**src/rtl/rtc_pkg.sv**
```systemverilog
// Shared definitions for the ariane_rtc timer: register map, CTRL bit index, time type.
// The MSIP register is decoded only when RTC_IPI_EN is defined.
package rtc_pkg;

   typedef logic [63:0] rtc_time_t;

   localparam logic [15:0] ADDR_CTRL     = 16'h0000;
   localparam logic [15:0] ADDR_PRESCALE = 16'h0008;
   localparam logic [15:0] ADDR_MTIME    = 16'h0010;
   localparam logic [15:0] ADDR_MSIP     = 16'h0018;

   localparam int unsigned CTRL_EN_BIT = 0;

   typedef enum logic [2:0] {
      REG_CTRL,
      REG_PRESCALE,
      REG_MTIME,
      REG_MSIP,
      REG_NONE
   } rtc_reg_e;

   function automatic rtc_reg_e decode_addr(input logic [15:0] addr);
      rtc_reg_e sel;
      sel = REG_NONE;
      case (addr)
         ADDR_CTRL:     sel = REG_CTRL;
         ADDR_PRESCALE: sel = REG_PRESCALE;
         ADDR_MTIME:    sel = REG_MTIME;
`ifdef RTC_IPI_EN
         ADDR_MSIP:     sel = REG_MSIP;
`endif
         default:       sel = REG_NONE;
      endcase
      return sel;
   endfunction

endpackage

```
**src/rtl/rtc_prescaler.sv**
```systemverilog
// Prescale counter: counts 0..limit while enabled, emits a one-cycle tick on reaching limit.
module rtc_prescaler #(
   parameter int unsigned PRESCALE_W = 16
) (
   input  logic                  clk_i,
   input  logic                  rst_ni,
   input  logic                  enable,
   input  logic [PRESCALE_W-1:0] limit,
   input  logic                  clear,
   output logic                  tick
);

   logic [PRESCALE_W-1:0] count;

   assign tick = enable && (count == limit);

   always_ff @(posedge clk_i or negedge rst_ni) begin
      if (!rst_ni) begin
         count <= '0;
      end else if (clear) begin
         count <= '0;
      end else if (enable) begin
         count <= tick ? '0 : count + 1'b1;
      end
   end

endmodule

```
**src/rtl/ariane_rtc.sv**
```systemverilog
// Memory-mapped RTC/CLINT-style timer for Ariane: CTRL, PRESCALE, MTIME, optional MSIP.
// Define RTC_IPI_EN to add the MSIP register and the ipi_o output.
module ariane_rtc
   import rtc_pkg::*;
#(
   parameter int unsigned PRESCALE_W     = 16,
   parameter int unsigned RESET_PRESCALE = 0
) (
   input  logic        clk_i,
   input  logic        rst_ni,
   input  logic        req_i,
   input  logic        we_i,
   input  logic [15:0] addr_i,
   input  logic [63:0] wdata_i,
   output logic        gnt_o,
   output logic        rvalid_o,
   output logic [63:0] rdata_o,
   input  logic [63:0] mtimecmp_i,
   output logic [63:0] time_o,
   output logic        time_irq_o
`ifdef RTC_IPI_EN
   ,
   output logic        ipi_o
`endif
);

   rtc_reg_e              sel;
   logic                  wr;
   logic                  enable;
   logic [PRESCALE_W-1:0] prescale;
   rtc_time_t             mtime;
   rtc_time_t             rd_val;
   logic                  tick;
   logic                  pre_clear;
`ifdef RTC_IPI_EN
   logic                  msip;
`endif

   assign sel       = decode_addr(addr_i);
   assign wr        = req_i && we_i;
   assign gnt_o     = req_i;
   assign time_o    = mtime;
   assign pre_clear = wr && ((sel == REG_PRESCALE) || (sel == REG_MTIME));

   rtc_prescaler #(
      .PRESCALE_W(PRESCALE_W)
   ) u_prescaler (
      .clk_i (clk_i),
      .rst_ni(rst_ni),
      .enable(enable),
      .limit (prescale),
      .clear (pre_clear),
      .tick  (tick)
   );

   always_comb begin
      rd_val = '0;
      case (sel)
         REG_CTRL:     rd_val[CTRL_EN_BIT] = enable;
         REG_PRESCALE: rd_val[PRESCALE_W-1:0] = prescale;
         REG_MTIME:    rd_val = mtime;
`ifdef RTC_IPI_EN
         REG_MSIP:     rd_val[0] = msip;
`endif
         default:      rd_val = '0;
      endcase
   end

   // Read data is captured from pre-edge state, so a same-cycle write is not visible.
   always_ff @(posedge clk_i or negedge rst_ni) begin
      if (!rst_ni) begin
         enable     <= 1'b0;
         prescale   <= PRESCALE_W'(RESET_PRESCALE);
         mtime      <= '0;
         rvalid_o   <= 1'b0;
         rdata_o    <= '0;
         time_irq_o <= 1'b0;
      end else begin
         rvalid_o   <= req_i;
         rdata_o    <= (req_i && !we_i) ? rd_val : '0;
         time_irq_o <= (mtime >= mtimecmp_i);
         if (wr && (sel == REG_CTRL)) begin
            enable <= wdata_i[CTRL_EN_BIT];
         end
         if (wr && (sel == REG_PRESCALE)) begin
            prescale <= wdata_i[PRESCALE_W-1:0];
         end
         if (wr && (sel == REG_MTIME)) begin
            mtime <= wdata_i;
         end else if (tick) begin
            mtime <= mtime + 64'd1;
         end
      end
   end

`ifdef RTC_IPI_EN
   always_ff @(posedge clk_i or negedge rst_ni) begin
      if (!rst_ni) begin
         msip <= 1'b0;
      end else if (wr && (sel == REG_MSIP)) begin
         msip <= wdata_i[0];
      end
   end

   assign ipi_o = msip;
`endif

endmodule

```
**config.mk**
```make
export PLATFORM = sky130hd
export DESIGN_NAME = ariane_rtc
export DESIGN_NICKNAME = d
export VERILOG_FILES = /design/src/rtl/rtc_pkg.sv /design/src/rtl/rtc_prescaler.sv /design/src/rtl/ariane_rtc.sv
export SDC_FILE = /design/constraint.sdc
export NUM_CORES = 1
export LEC_CHECK = 0
export CORE_ASPECT_RATIO = 2
export CORE_MARGIN = 2
export CORE_UTILIZATION = 48
export CTS_CLUSTER_SIZE = 40
export DETAILED_ROUTE_END_ITERATION = 6
export PLACE_DENSITY = 0.81
export SLEW_MARGIN = 30
export SYNTH_ARGS = -nofsm -noshare
export SYNTH_HDL_FRONTEND = slang
export SYNTH_HIERARCHICAL = 1
export SYNTH_SLANG_ARGS = --single-unit
```
**constraint.sdc**
```tcl
create_clock -name clk_i -period 4.6 [get_ports clk_i]
set_input_delay 0.92 -clock clk_i [delete_from_list [all_inputs] [get_ports clk_i]]
set_output_delay 0.92 -clock clk_i [all_outputs]
set_load 0.005 [all_outputs]
```
; Word-level counts from Yosys, hierarchy flattened
; Index checks and enable logic that the tools add are counted.
; W data, S select, Z words.
[totals]
out_inout_bits = 131
reg_bits = 163
wordCells = 38
[op_classes]
order_cmp = 1
add_sub_neg = 2
n_eq_ne = 5
reduce_logical = 13
n_mux = 10
[op_table]
columns = cell, n
row1 = $mux W64, 3
row2 = $add A64 B1 Y64 const B, 1
row3 = $ge A64 B64 Y1, 1
row4 = $mux W16, 3
row5 = $mux W48, 1
row6 = $pmux W15 S2, 1
row7 = $add A16 B1 Y16 const B, 1
row8 = $eq A16 B16 Y1, 1
row9 = $eq A16 B4 Y1 const B, 1
row10 = $eq A16 B5 Y1 const B, 1
row11 = $logic_not A16 Y1, 1
row12 = $pmux W3 S3, 1
row13 = $logic_and A1 B1 Y1, 7
row14 = $reduce_bool A2 Y1, 2
row15 = $eq A3 B1 Y1 const B, 1
row16 = $eq A3 B2 Y1 const B, 1
row17 = $logic_not A3 Y1, 1
row18 = $pmux W1 S3, 1
row19 = $logic_not A1 Y1, 1
row20 = $logic_or A1 B1 Y1, 1

; Depth between registers and ports, before layout
[depth]
depth_word = 6
depth_mapped = 14
depth_no_buf = 11

; Hierarchy
; Netlist, hierarchy kept.
[modules_own_cells]
columns = mod, area_each_um2, cells_each, seq_area_each_um2, instances
row1 = ariane_rtc, 8403.1, 897, 3678.5, 1
row2 = rtc_prescaler, 1099.8, 123, 400.4, 1

; Least setup slack after synthesis
; No wires, ideal clock.
[synth_timing]
kind = input-to-reg
start = in addr_i[1]
end = reg mtime[58] (netlist: time_o[58])
required_ns = 4.476
path_buffers = 3
arrival_ns = 3.332
path_stages = 13
slack_ns = 1.144
path_cell_list = nor4_1 -> nand4_1 -> or3b_2 -> inv_1 -> ha_1 -> clkbuf_1 -> and3_1 -> clkbuf_1 -> clkbuf_1 -> nor2_1 -> nand4_1 -> mux2i_1 -> a211o_1
[synth_via]
elab_chain_cells = 5
word_cells_on_any_way = 8
[synth_lines]
columns = item, line
row1 = "start, declared", ariane_rtc.sv:13  ; input logic [15:0] addr_i,
row2 = "$eq A16 B5 Y1, or another cell as far along", rtc_pkg.sv:25  ; case (addr)
row3 = $pmux W3 S3 *, rtc_pkg.sv:25
row4 = $eq A3 B2 Y1 *, ariane_rtc.sv:88  ; if (wr && (sel == REG_MTIME)) begin
row5 = $logic_and A1 B1 Y1 *, ariane_rtc.sv:88
row6 = $mux W64 or $reduce_bool A2 Y1 (tied branches), --
row7 = "end signal, assigned", ariane_rtc.sv:89  ; mtime <= wdata_i;
row8 = "end signal, assigned", ariane_rtc.sv:91  ; mtime <= mtime + 64'd1;
row9 = "end, declared", ariane_rtc.sv:31  ; rtc_time_t mtime;
; Mark *: on every way between the ends. The rest lies on a longest branch, timed or not.
; A chain may end at the register's enable or synchronous reset.

; Final worst setup path
[layout_timing]
start = reg u_prescaler.count[2]
end = reg mtime[51] (netlist: time_o[51])
[layout_via]
elab_chain_cells = 3
[layout_lines]
columns = item, line
row1 = "start, declared", rtc_prescaler.sv:13  ; logic [PRESCALE_W-1:0] count;
row2 = "start signal, assigned", rtc_prescaler.sv:23  ; count <= tick ? '0 : count + 1'b1;
row3 = $eq A16 B16 Y1, rtc_prescaler.sv:15  ; assign tick = enable && (count == limit);
row4 = $logic_and A1 B1 Y1, rtc_prescaler.sv:15
row5 = named net tick, ariane_rtc.sv:33  ; logic tick;
row6 = $reduce_bool A2 Y1 (no source line), --
; The timed path passes the listed nets, and every way through them passes these cells.

==> metrics.md <==
| Metric | Value |
|---|---|
| Outcome | finished, final reports clean |
| Final cell count without fillers | approximately 1600 |
| Final Max Tran Viols | 0 |
| Number of synthesized flops with an enable pin | 0 |
| Syn_nets | between 1000 and 1500 |
| Sequential power share | 0.435 |
| Antenna-violating nets left | 0 |
| Filler Cells Inserted | about 1500 |
| First-pass GRT wire length | between 40000 and 50000 µm |
| Netlist Area Pre-Place | roughly 0.0095 mm² |
| Max clock buf depth | 2 |
| Reg-to-Reg Start | u_prescaler/count[2]$_DFFE_PN0P_ |
| CTS Hold Bufs | 0 |
| Final Cycle Share | 0.7875 |
| PostCTS Resize Cnt | 0 |
| GRT Util Overall | 0.2953 |
| Die Area | approximately 0.021 mm² |
| Mapped Cells | around 1000 |
| Gate power share | 0.077 |
| Reg clk slew, reported paths | approximately 60 ps |
| Maximum operating frequency | approximately 0.28 GHz |
| Power share of the clock group | 0.488 |
| TritonCTS clock tree | yes |
| Min-Delay Path Class | input port to async pin |
| Ys flop type | dfrtp_1 |
| Total grt overflow | 0 |
| Synth Area per Inst | between 9 and 10 µm² |
| Startpoint Class | register |
| Sequential area share after synthesis | 0.4292 |
| Final setup viols | 0 |
| Vias in the first global route | 9048 |
| CP max stage delay | roughly 720 ps |
| H-tree Lvls | 4 |
| Slew headroom | 0.4118 |
| Synthesis Warnings | 6 |
| Final core occ | 0.6848 |
| Drt initial violations | between 300 and 400 |
| Worst Max-Slew Pin Slew | approximately 880 ps |
| Clock buffer count from CTS | 17 |
| CTS root buf | clkbuf_16 |
| Quantity of I/O buffers inserted on ports | 278 |
| Sw Pwr | ~700 µW |
| Slowest cell on crit path | or4_1 |
| P per Cell Area | 248.8 mW/mm² |
| Most common cell after layout, fill and taps aside | clkdlybuf4s50_1 |
| Ys async rst share | 1.000 |
| Family with the most delay on the worst path | simple AND/OR/NAND/NOR gates |
| Worst skew pair latency | 450 ps |
| Crit-path cells | xnor2_1 -> nand4_1 -> or4_4 -> nor4b_4 -> nand3_2 -> nor2_1 -> nand4_2 -> or4_1 -> a31oi_1 |
| Final Hold Vio Count | 0 |
| Critical Path Sink Type | register |
| Post-DR wirelength/cell | slightly below 20 µm |
| Most frequent cells in the layout | clkdlybuf4s50_1 (277), dfrtp_1 (163), nand2_1 (101) |
| CTS Sinks | 163 |
| DR vias/cell | 5.701 |
| Setup TNS Final | 0 ps |
| Post-Place Cells | 1531 |
| Max VDD drop | roughly 240 µV |
| # IOs | ~280 |
| Share of layout cells above drive strength 1 | 0.06288 |
| Met2 WL | roughly 17000 µm |
| Synth-to-layout area growth | 39.57% |
| Met1 WL | between 10000 and 15000 µm |
| Worst hold slack | 506.1 ps |
| WP data required | 4960 ps |
| Worst-path fanout max | 26 |
| Lkg Pwr | ~0.0057 µW |
| GP Congestion | 0.9275 |
| Std cell rows | 72 |
| Die Y | between 200 and 250 µm |
| Nets | roughly 1500 |
| Core ar. | between 0.015 and 0.02 mm² |
| Critical Setup Path Class | register to register |
| Max-cap viol count | 0 |
| Initial Util | 0.4906 |
| Total Wirelength | just over 30000 µm |
| Power, Total | 3299 µW |
| Initial antenna violation count | 3 |
| Initial DRT Pass Iterations | 6 |
| Worst path buffer plus inverter count | 0 |
| Final setup skew | between 9 and 10 ps |
| Tmin final | ~3600 ps |
| FF+latch count, synth | about 160 |
| Critical Path AT | slightly below 4000 ps |
| Postcts setup bufs | 0 |
| Switching Share | 0.2132 |
| Crit path launch | u_prescaler/count[2]$_DFFE_PN0P_ |
| # DRC | 0 |
| Post-synth cell types | 58 |
| P_int | 2596 µW |
| Top sig layer | met4 |
| RSZ-0062 raised after global routing | no |
| DP HPWL | 23360 µm |
| Die Span X | about 100 µm |
| Vias | between 8000 and 9000 |
| Met3 wire len | approximately 1500 µm |
| Largest net degree at the start of global routing | 84 |
## layer usage
layer / vias to the layer above / global-route usage
met5: - / 0
met1: 4283 / 0.2981
li1: 4169 / -
met4: 0 / 0.1856
met2: 348 / 0.5346
met3: 127 / 0.05370
## kinds of logic (layout without fill, tap and decap cells)
logic type / count (synthesis) / count (layout) / share of synthesized area
simple gates: 426 / 426 / 0.2425
flops: 163 / 163 / 0.4292
compound gates: 154 / 154 / 0.1002
buf+inv: 119 / 403 / 0.04845
fa+ha+maj: 70 / 70 / 0.09217
xor+xnor: 59 / 59 / 0.05438
mux: 29 / 29 / 0.03305
other cells: 0 / 3 / 0
## registers in the layout (all words and copies together) (netlist names)
| register | flops |
|---|---|
| rdata_o | 64 |
| time_o | 64 |
| prescale | 16 |
| u_prescaler/count | 16 |
| enable | 1 |
| rvalid_o | 1 |
| time_irq_o | 1 |
## path summary, 6_finish.rpt
kind / end / slack, ps / cells after the start
setup reg to reg: time_o[51]$_DFFE_PN0P_ / 980 / 9
setup / recovery: time_o[51]$_DFFE_PN0P_ / 980 / 9
hold reg to reg: prescale[0]$_DFFE_PN0P_ / 560 / 1
max in group asynchronous: rdata_o[23]$_DFF_PN0_ / 3140 / 2
hold / removal: rdata_o[49]$_DFF_PN0_ / 510 / 1
min in group clk_i: prescale[0]$_DFFE_PN0P_ / 560 / 1
## cell type report
| class | count | area, µm² | share of cell area |
|---|---|---|---|
| antenna | 3 | 7.507 | 0.0005660 |
| clock buffer | 21 | 470.5 | 0.03547 |
| clock inverter | 11 | 196.4 | 0.01481 |
| inverter | 76 | 285.3 | 0.02151 |
| multi-input combinational | 738 | 4976 | 0.3752 |
| sequential | 163 | 4079 | 0.3075 |
| tap | 259 | 324.1 | 0.02443 |
| timing repair buffer | 295 | 2924 | 0.2205 |
## through the flow
step / area [µm²] / setup WS, ps
2_1_floorplan: 9503 / 1144
3_3_place_gp: 12580 / 865.9
3_5_place_dp: 12580 / 768.8
4_1_cts: 13250 / 1022
5_1_grt: 13260 / 841.8
6_report: 13260 / 977.7
## Yosys cell counts, drive strengths merged, types with 9 or more instances
cell type,n,area share
a21oi,26,0.014
a22oi,18,0.014
a31oi,23,0.015
and2,53,0.035
and3,16,0.011
clkbuf,39,0.016
dfrtp,163,0.43
ha,70,0.092
inv,76,0.030
mux2,19,0.023
mux2i,10,0.011
nand2,101,0.040
nand3,43,0.024
nand4,50,0.035
nor2,62,0.024
nor3,23,0.013
nor4,22,0.016
o21ai,49,0.026
o31ai,16,0.013
or3,9,0.0059
or4,20,0.016
xnor2,16,0.015
xor2,43,0.040
## power by group through the flow
stage                     clock network, µW  logic (µW)  registers [µW]
after CTS                              1620         257            1440
after global routing                   1670         283            1440
after global placement                    0         246            1460
final                                  1610         254            1440
after detailed placement                  0         254            1460
after floorplan                           0        69.1            1460
(Power assumes the default switching activity.)
